<file path="config.mk">
export PLATFORM = sky130hd
export DESIGN_NAME = slow_clk_monitor_flat
export DESIGN_NICKNAME = d
export VERILOG_FILES = /design/src/rtl/slow_clk_monitor_if.sv /design/src/rtl/slow_clk_monitor.sv /design/src/flat_wrapper.sv
export SDC_FILE = /design/constraint.sdc
export NUM_CORES = 1
export LEC_CHECK = 0
export ABC_AREA = 1
export CORE_MARGIN = 1
export CORE_UTILIZATION = 52
export DETAILED_ROUTE_END_ITERATION = 16
export GPL_TIMING_DRIVEN = 1
export PLACE_DENSITY = 0.73
export SKIP_CTS_REPAIR_TIMING = 1
export SYNTH_ARGS = -nofsm -noshare
export SYNTH_HDL_FRONTEND = slang
export SYNTH_SLANG_ARGS = --single-unit
</file>
<file path="constraint.sdc">
create_clock -name clk -period 1.45 [get_ports clk]
set_input_delay 0.29 -clock clk [delete_from_list [all_inputs] [get_ports clk]]
set_output_delay 0.29 -clock clk [all_outputs]
set_load 0.05 [all_outputs]
</file>
<file path="src/rtl/slow_clk_monitor_if.sv">
`default_nettype none
// ============================================================================
// Module      : slow_clk_monitor_if
// Description : Bundle carrying the slow toggling clock into the monitor and
//               the tick / measurement / status results back out of it.
// Revision    : 1.0 - initial release
// ============================================================================
interface slow_clk_monitor_if #(
    parameter int CNT_W = 26
);
    logic             clk_d;
    logic             tick_rise;
    logic             tick_fall;
    logic             tick_any;
    logic [CNT_W-1:0] half_period;
    logic             locked;
    logic             lost;

    // Source side: supplies the slow clock and consumes the results
    modport master (
        output clk_d,
        input  tick_rise,
        input  tick_fall,
        input  tick_any,
        input  half_period,
        input  locked,
        input  lost
    );

    // Monitor side: samples the slow clock and produces the results
    modport slave (
        input  clk_d,
        output tick_rise,
        output tick_fall,
        output tick_any,
        output half_period,
        output locked,
        output lost
    );
endinterface
`default_nettype wire

</file>
<file path="src/rtl/slow_clk_monitor.sv">
`default_nettype none
// ============================================================================
// Module      : slow_clk_monitor
// Description : Synchronises a slow toggling clock into the clk domain,
//               emits single-cycle rise/fall/any tick pulses, measures the
//               half-period in clk cycles and reports locked / lost status.
// Revision    : 1.0 - initial release
// ============================================================================
module slow_clk_monitor #(
    parameter int SYNC_STAGES = 2,        // synchroniser depth, >= 2
    parameter int CNT_W       = 26,       // half-period counter width
    parameter int TIMEOUT     = 8333332   // cycles without an edge before lost
) (
    input  wire               clk,
    input  wire               rst_n,
    slow_clk_monitor_if.slave bus
);

    // Arming counter only has to reach SYNC_STAGES
    localparam int               c_arm_w      = $clog2(SYNC_STAGES + 2);
    localparam logic [c_arm_w-1:0] c_arm_last = c_arm_w'(SYNC_STAGES);
    localparam logic [CNT_W-1:0] c_timeout    = CNT_W'(TIMEOUT);
    localparam logic [CNT_W-1:0] c_timeout_m1 = CNT_W'(TIMEOUT - 1);

    typedef enum logic [1:0] {
        ST_ACQ1   = 2'd0,
        ST_ACQ2   = 2'd1,
        ST_LOCKED = 2'd2,
        ST_LOST   = 2'd3
    } state_t;

    logic [SYNC_STAGES-1:0] r_sync;
    logic                   r_prev;
    logic [c_arm_w-1:0]     r_arm_cnt;
    logic                   r_armed;
    logic [CNT_W-1:0]       r_cnt;
    logic [CNT_W-1:0]       r_half_period;
    logic                   r_tick_rise;
    logic                   r_tick_fall;
    logic                   r_tick_any;
    logic                   r_locked;
    logic                   r_lost;
    state_t                 r_state;
    state_t                 w_state_next;

    logic w_sync_out;
    logic w_edge;
    logic w_rise;
    logic w_fall;
    logic w_timeout;
    logic w_measure;

    assign w_sync_out = r_sync[SYNC_STAGES-1];
    // Edges are only believed once the chain has flushed its reset contents
    assign w_edge     = r_armed & (w_sync_out ^ r_prev);
    assign w_rise     = w_edge & w_sync_out;
    assign w_fall     = w_edge & ~w_sync_out;
    // An edge in the boundary cycle takes priority over the timeout
    assign w_timeout  = (r_cnt == c_timeout_m1) & ~w_edge;
    assign w_measure  = w_edge & ((r_state == ST_ACQ2) || (r_state == ST_LOCKED));

    // Metastability chain plus one-cycle-delayed copy for edge detection
    always_ff @(posedge clk or negedge rst_n) begin
        if (!rst_n) begin
            r_sync <= '0;
            r_prev <= 1'b0;
        end else begin
            r_sync <= {r_sync[SYNC_STAGES-2:0], bus.clk_d};
            r_prev <= w_sync_out;
        end
    end

    // Arm edge detection SYNC_STAGES+1 cycles after reset release
    always_ff @(posedge clk or negedge rst_n) begin
        if (!rst_n) begin
            r_arm_cnt <= '0;
            r_armed   <= 1'b0;
        end else if (!r_armed) begin
            if (r_arm_cnt == c_arm_last) begin
                r_armed <= 1'b1;
            end else begin
                r_arm_cnt <= r_arm_cnt + c_arm_w'(1);
            end
        end
    end

    // Cycles since the last edge, saturating so the +1 below never wraps
    always_ff @(posedge clk or negedge rst_n) begin
        if (!rst_n) begin
            r_cnt <= '0;
        end else if (w_edge) begin
            r_cnt <= '0;
        end else if (r_cnt < c_timeout) begin
            r_cnt <= r_cnt + CNT_W'(1);
        end
    end

    // Latch the half-period once acquisition has seen a reference edge
    always_ff @(posedge clk or negedge rst_n) begin
        if (!rst_n) begin
            r_half_period <= '0;
        end else if (w_measure) begin
            r_half_period <= r_cnt + CNT_W'(1);
        end
    end

    // Single-cycle tick pulses
    always_ff @(posedge clk or negedge rst_n) begin
        if (!rst_n) begin
            r_tick_rise <= 1'b0;
            r_tick_fall <= 1'b0;
            r_tick_any  <= 1'b0;
        end else begin
            r_tick_rise <= w_rise;
            r_tick_fall <= w_fall;
            r_tick_any  <= w_edge;
        end
    end

    // State register with registered status flags decoded from next state
    always_ff @(posedge clk or negedge rst_n) begin
        if (!rst_n) begin
            r_state  <= ST_ACQ1;
            r_locked <= 1'b0;
            r_lost   <= 1'b0;
        end else begin
            r_state  <= w_state_next;
            r_locked <= (w_state_next == ST_LOCKED);
            r_lost   <= (w_state_next == ST_LOST);
        end
    end

    // Acquisition / lock / loss transitions; ACQ1 never times out
    always_comb begin
        w_state_next = r_state;
        case (r_state)
            ST_ACQ1: begin
                if (w_edge) w_state_next = ST_ACQ2;
            end
            ST_ACQ2: begin
                if (w_edge)         w_state_next = ST_LOCKED;
                else if (w_timeout) w_state_next = ST_LOST;
            end
            ST_LOCKED: begin
                if (w_timeout) w_state_next = ST_LOST;
            end
            ST_LOST: begin
                if (w_edge) w_state_next = ST_ACQ2;
            end
            default: w_state_next = ST_ACQ1;
        endcase
    end

    assign bus.tick_rise   = r_tick_rise;
    assign bus.tick_fall   = r_tick_fall;
    assign bus.tick_any    = r_tick_any;
    assign bus.half_period = r_half_period;
    assign bus.locked      = r_locked;
    assign bus.lost        = r_lost;

endmodule
`default_nettype wire

</file>
<file path="src/flat_wrapper.sv">
// flat-port wrapper written by rule: the top's interface ports become plain ports
module slow_clk_monitor_flat 
#(
    parameter int SYNC_STAGES = 2,                                   
    parameter int CNT_W       = 26,                                   
    parameter int TIMEOUT     = 8333332                                        
)
  (clk, rst_n, bus_clk_d, bus_tick_rise, bus_tick_fall, bus_tick_any, bus_half_period, bus_locked, bus_lost);
  slow_clk_monitor_if #(.CNT_W(CNT_W)) bus_i ();
  input  wire clk;
  input  wire rst_n;
  input wire logic [$bits(bus_i.clk_d)-1:0] bus_clk_d;
  output wire logic [$bits(bus_i.tick_rise)-1:0] bus_tick_rise;
  output wire logic [$bits(bus_i.tick_fall)-1:0] bus_tick_fall;
  output wire logic [$bits(bus_i.tick_any)-1:0] bus_tick_any;
  output wire logic [$bits(bus_i.half_period)-1:0] bus_half_period;
  output wire logic [$bits(bus_i.locked)-1:0] bus_locked;
  output wire logic [$bits(bus_i.lost)-1:0] bus_lost;
  assign bus_i.clk_d = bus_clk_d;
  assign bus_tick_rise = bus_i.tick_rise;
  assign bus_tick_fall = bus_i.tick_fall;
  assign bus_tick_any = bus_i.tick_any;
  assign bus_half_period = bus_i.half_period;
  assign bus_locked = bus_i.locked;
  assign bus_lost = bus_i.lost;
  slow_clk_monitor #(.SYNC_STAGES(SYNC_STAGES), .CNT_W(CNT_W), .TIMEOUT(TIMEOUT)) u_core (.clk(clk), .rst_n(rst_n), .bus(bus_i));
endmodule
</file>
==> flow_summary_export.csv <==
group,metric,value,unit
worst_setup_path,worstSetupStartpointType,"register",
worst_setup_path,crit_arrival,1.92,ns
route,firstDrtPassIters,5,
grt,grt-ovfl-total,0,
clock_network,clk_path_buf_depth,2,
job,drv_cap,0,
clock_network,cts-root-buf,"clkbuf_8",
sta,min_period_over_period,115,%
sta,hold_viol_final,0,
sta,max_freq,0.601,GHz
sta,fin_crit,1.67,ns
route,detail_route.wl_per_cell,17.6,µm
placed_design,placed_area,4570,µm²
synth,syn_inst,445,
placed_design,dp_hpwl,6120,µm
worst_setup_path,path_depth,10,
clock_network,clk_pin_slew,0.09,ns
die,pin_count,34,
synth,synthFlopType,"dfrtp_1",
grt,grt.met3_usage,5.04,%
worst_setup_path,crit_path_cell_trace,"buf_6, nor2_1, nand2_1, nor2_2, nand2_2, nor2_4, nor2_4, buf_12, nand3_1, nand2_1",
cells_and_area,postLayoutCellArea,5490,µm²
cells_and_area,area_growth,58.3,%
route,drcViolationCount,0,
die,std_cell_rows,29,
placed_design,port_buffers,33,
worst_setup_path,cp.required,1.70,ns
clock_network,cts_tree,"yes",
worst_setup_path,end_kind,"register",
sta,fin_hold_ws,0.357,ns
grt,use_met1,36.5,%
worst_setup_path,crit_family,"simple AND/OR/NAND/NOR gates",
worst_setup_path,cp_num_buf_inv,2,
route,viasPerCell,5.62,
die,initial_core_util,54.3,%
cells_and_area,fin_nets,567,
hold_path,holdPathStages,0,
cells_and_area,drive_gt1_share,42.5,%
grt,grt_max_degree,66,
grt,grt_first_pass_wirelength,15000,µm
sta,fin_skew,0.0128,ns
synth,seq_area_frac_synth,46.9,%
grt,grtUsageTotal,27.5,%
synth,synth-seq-cells,65,
grt,grt_use_met2,44.5,%
worst_setup_path,worstPathMaxFanout,11,
sta,relSlewSlack,76.0,%
worst_setup_path,reg2reg_depth,10,
die,dieArea,7010,µm²
power,power_density,1000,nW/µm²
synth,ys_warn_count,0,
route,num_vias,3606,
synth,synthArstFlopShare,100,%
clock_network,cts_buffers,9,
sta,drv_slew,0,
cells_and_area,diodes,0,
placed_design,place.gp.congestion,0.934,
grt,top_usage_layer,"met2",
sta,worst-slew-pin-transition,0.360,ns
die,dieWidth,83.7,µm
power,peakVddDrop,1200,µV
route,drt_wl_total,11300,µm
synth,synth_cell_types,28,
power,leakage,2.69,nW
sta,timing.final.ws_setup,-0.215,ns
clock_network,clk_latency,0.36,ns
grt,grt_pass1_vias,3116,
die,dieHeight,83.7,µm
cells_and_area,postLayoutCoreUtil,86.0,%
synth,yosys-top-cells-area,"dfrtp_1 (47%), nand2_1 (19%), nand3_1 (7.2%)",
die,core,6390,µm²
synth,syn-num-nets,452,
route,final_antenna_net_count,0,
worst_setup_path,cp_slowest_stage_delay,0.41,ns
run_status,failed_checks,"setup timing",
sta,setup_viol,43,
grt,antenna_found_initial,0,
synth,synth_top_area_share,46.9,%
hold_path,hold_class,"register to register",
worst_setup_path,path_class,"register to register",
synth,synth_area,3470,µm²
clock_network,cts.sinks,65,
clock_network,htree_levels,3,
synth,synth.avg_cell_area,7.80,µm²
synth,synth_edf_count,0,
synth,yosysTopAreaCell,"dfrtp_1",
sta,rsz0062_at_grt,"true",
route,initialDrtViolationCount,231,
worst_setup_path,crit_slowest_cell,"dfrtp_1",
run_status,status,"finished, violations left",
## placed cells by master, fill, tap and decap left out, types with 5 or more instances in the layout
| cell type | n |
|---|---|
| buf_12 | 36 |
| buf_4 | 65 |
| clkbuf_8 | 9 |
| nand3_1 | 45 |
| inv_1 | 18 |
| nand2_1 | 153 |
| nor2_4 | 20 |
| nand3_2 | 12 |
| dfrtp_2 | 6 |
| inv_2 | 9 |
| dfrtp_1 | 59 |
| xor2_1 | 5 |
| nor2_1 | 19 |
| nand3b_1 | 5 |
| nand2_2 | 21 |
| nor2_2 | 18 |
| buf_6 | 10 |
## worst reg2reg max path, cell delays in order, from the launching register on
cell	delay (ns)
dfrtp_1	0.41
buf_6	0.13
nor2_1	0.08
nand2_1	0.11
nor2_2	0.18
nand2_2	0.09
nor2_4	0.20
nor2_4	0.07
buf_12	0.16
nand3_1	0.07
nand2_1	0.06
## cells in the mapped netlist, drive strengths merged (4+ instances only)
master,number
nand2,178
dfrtp,65
nand3,61
nor2,55
inv,28
buf,14
xor2,9
o21ai,7
xnor2,7
nand3b,5
nand4,5
ha,4
## sequential cells by signal (all words and copies together), names as in the netlist
register                flops
u_core.bus.tick_any         1
u_core.r_cnt               26
u_core.r_prev               1
u_core.r_state              2
u_core.bus.locked           1
u_core.r_armed              1
u_core.bus.lost             1
u_core.bus.tick_fall        1
u_core.r_sync               2
u_core.r_arm_cnt            2
u_core.bus.half_period     26
u_core.bus.tick_rise        1
## power by group
group | internal [W] | leakage [nW] | total, W | switching [W]
clock network | 0.000985 | 0.110 | 0.00180 | 0.000816
logic | 0.000686 | 1.71 | 0.00165 | 0.000968
registers | 0.00192 | 0.865 | 0.00204 | 0.000119
total | 0.00359 | 2.69 | 0.00550 | 0.00190
## area by class of cell
type | instances | area (µm²)
clock inverter | 7 | 103
inverter | 29 | 119
fill | 322 | 892
tap | 77 | 96.3
timing repair buffer | 117 | 1400
multi-input combinational | 338 | 2020
clock buffer | 9 | 124
sequential | 65 | 1630
## logic make-up (layout without fill, tap and decap cells)
group	count (synthesis)	after routing	share of synthesized area, %
flip-flops	65	65	46.9
AO/OA/AOI/OAI	10	10	1.51
adder cells (fa/ha/maj)	4	4	1.44
AND/OR/NAND/NOR	306	308	40.2
XOR/XNOR	16	16	4.04
buffers and inverters	44	162	5.98
## metrics by stage
stage	power, W	instances	setup TNS (ns)	worst slack, ns
2_1_floorplan	0.00282	445	0	0.0100
3_3_place_gp	0.00334	598	-4.70	-0.189
3_5_place_dp	0.00341	598	-6.36	-0.249
4_1_cts	0.00519	614	-7.85	-0.289
5_1_grt	0.00570	642	-9.40	-0.309
6_report	0.00550	642	-4.93	-0.215
## per-layer routing
metal | wire length, µm | up-vias
met1 | 4330 | 1740
met3 | 746 | 50
met4 | 484 | 0
li1 | - | 1621
met2 | 5730 | 195
met5 | 0 | -
## path summary, 6_finish.rpt
kind	to	from	slack (ns)
hold reg to reg	u_core.r_sync[1]$_DFF_PN0_	u_core.r_sync[0]$_DFF_PN0_	0.36
hold / removal	u_core.r_sync[1]$_DFF_PN0_	u_core.r_sync[0]$_DFF_PN0_	0.36
setup reg to reg	u_core.r_cnt[16]$_DFFE_PN0P_	u_core.r_cnt[10]$_DFFE_PN0P_	-0.22
setup / recovery	u_core.r_cnt[16]$_DFFE_PN0P_	u_core.r_cnt[10]$_DFFE_PN0P_	-0.22
max in group asynchronous	u_core.r_cnt[9]$_DFFE_PN0P_	rst_n	0.65
min in group asynchronous	u_core.bus.half_period[17]$_DFFE_PN0P_	rst_n	0.47
No activity file was read; power rests on OpenSTA's default activity.
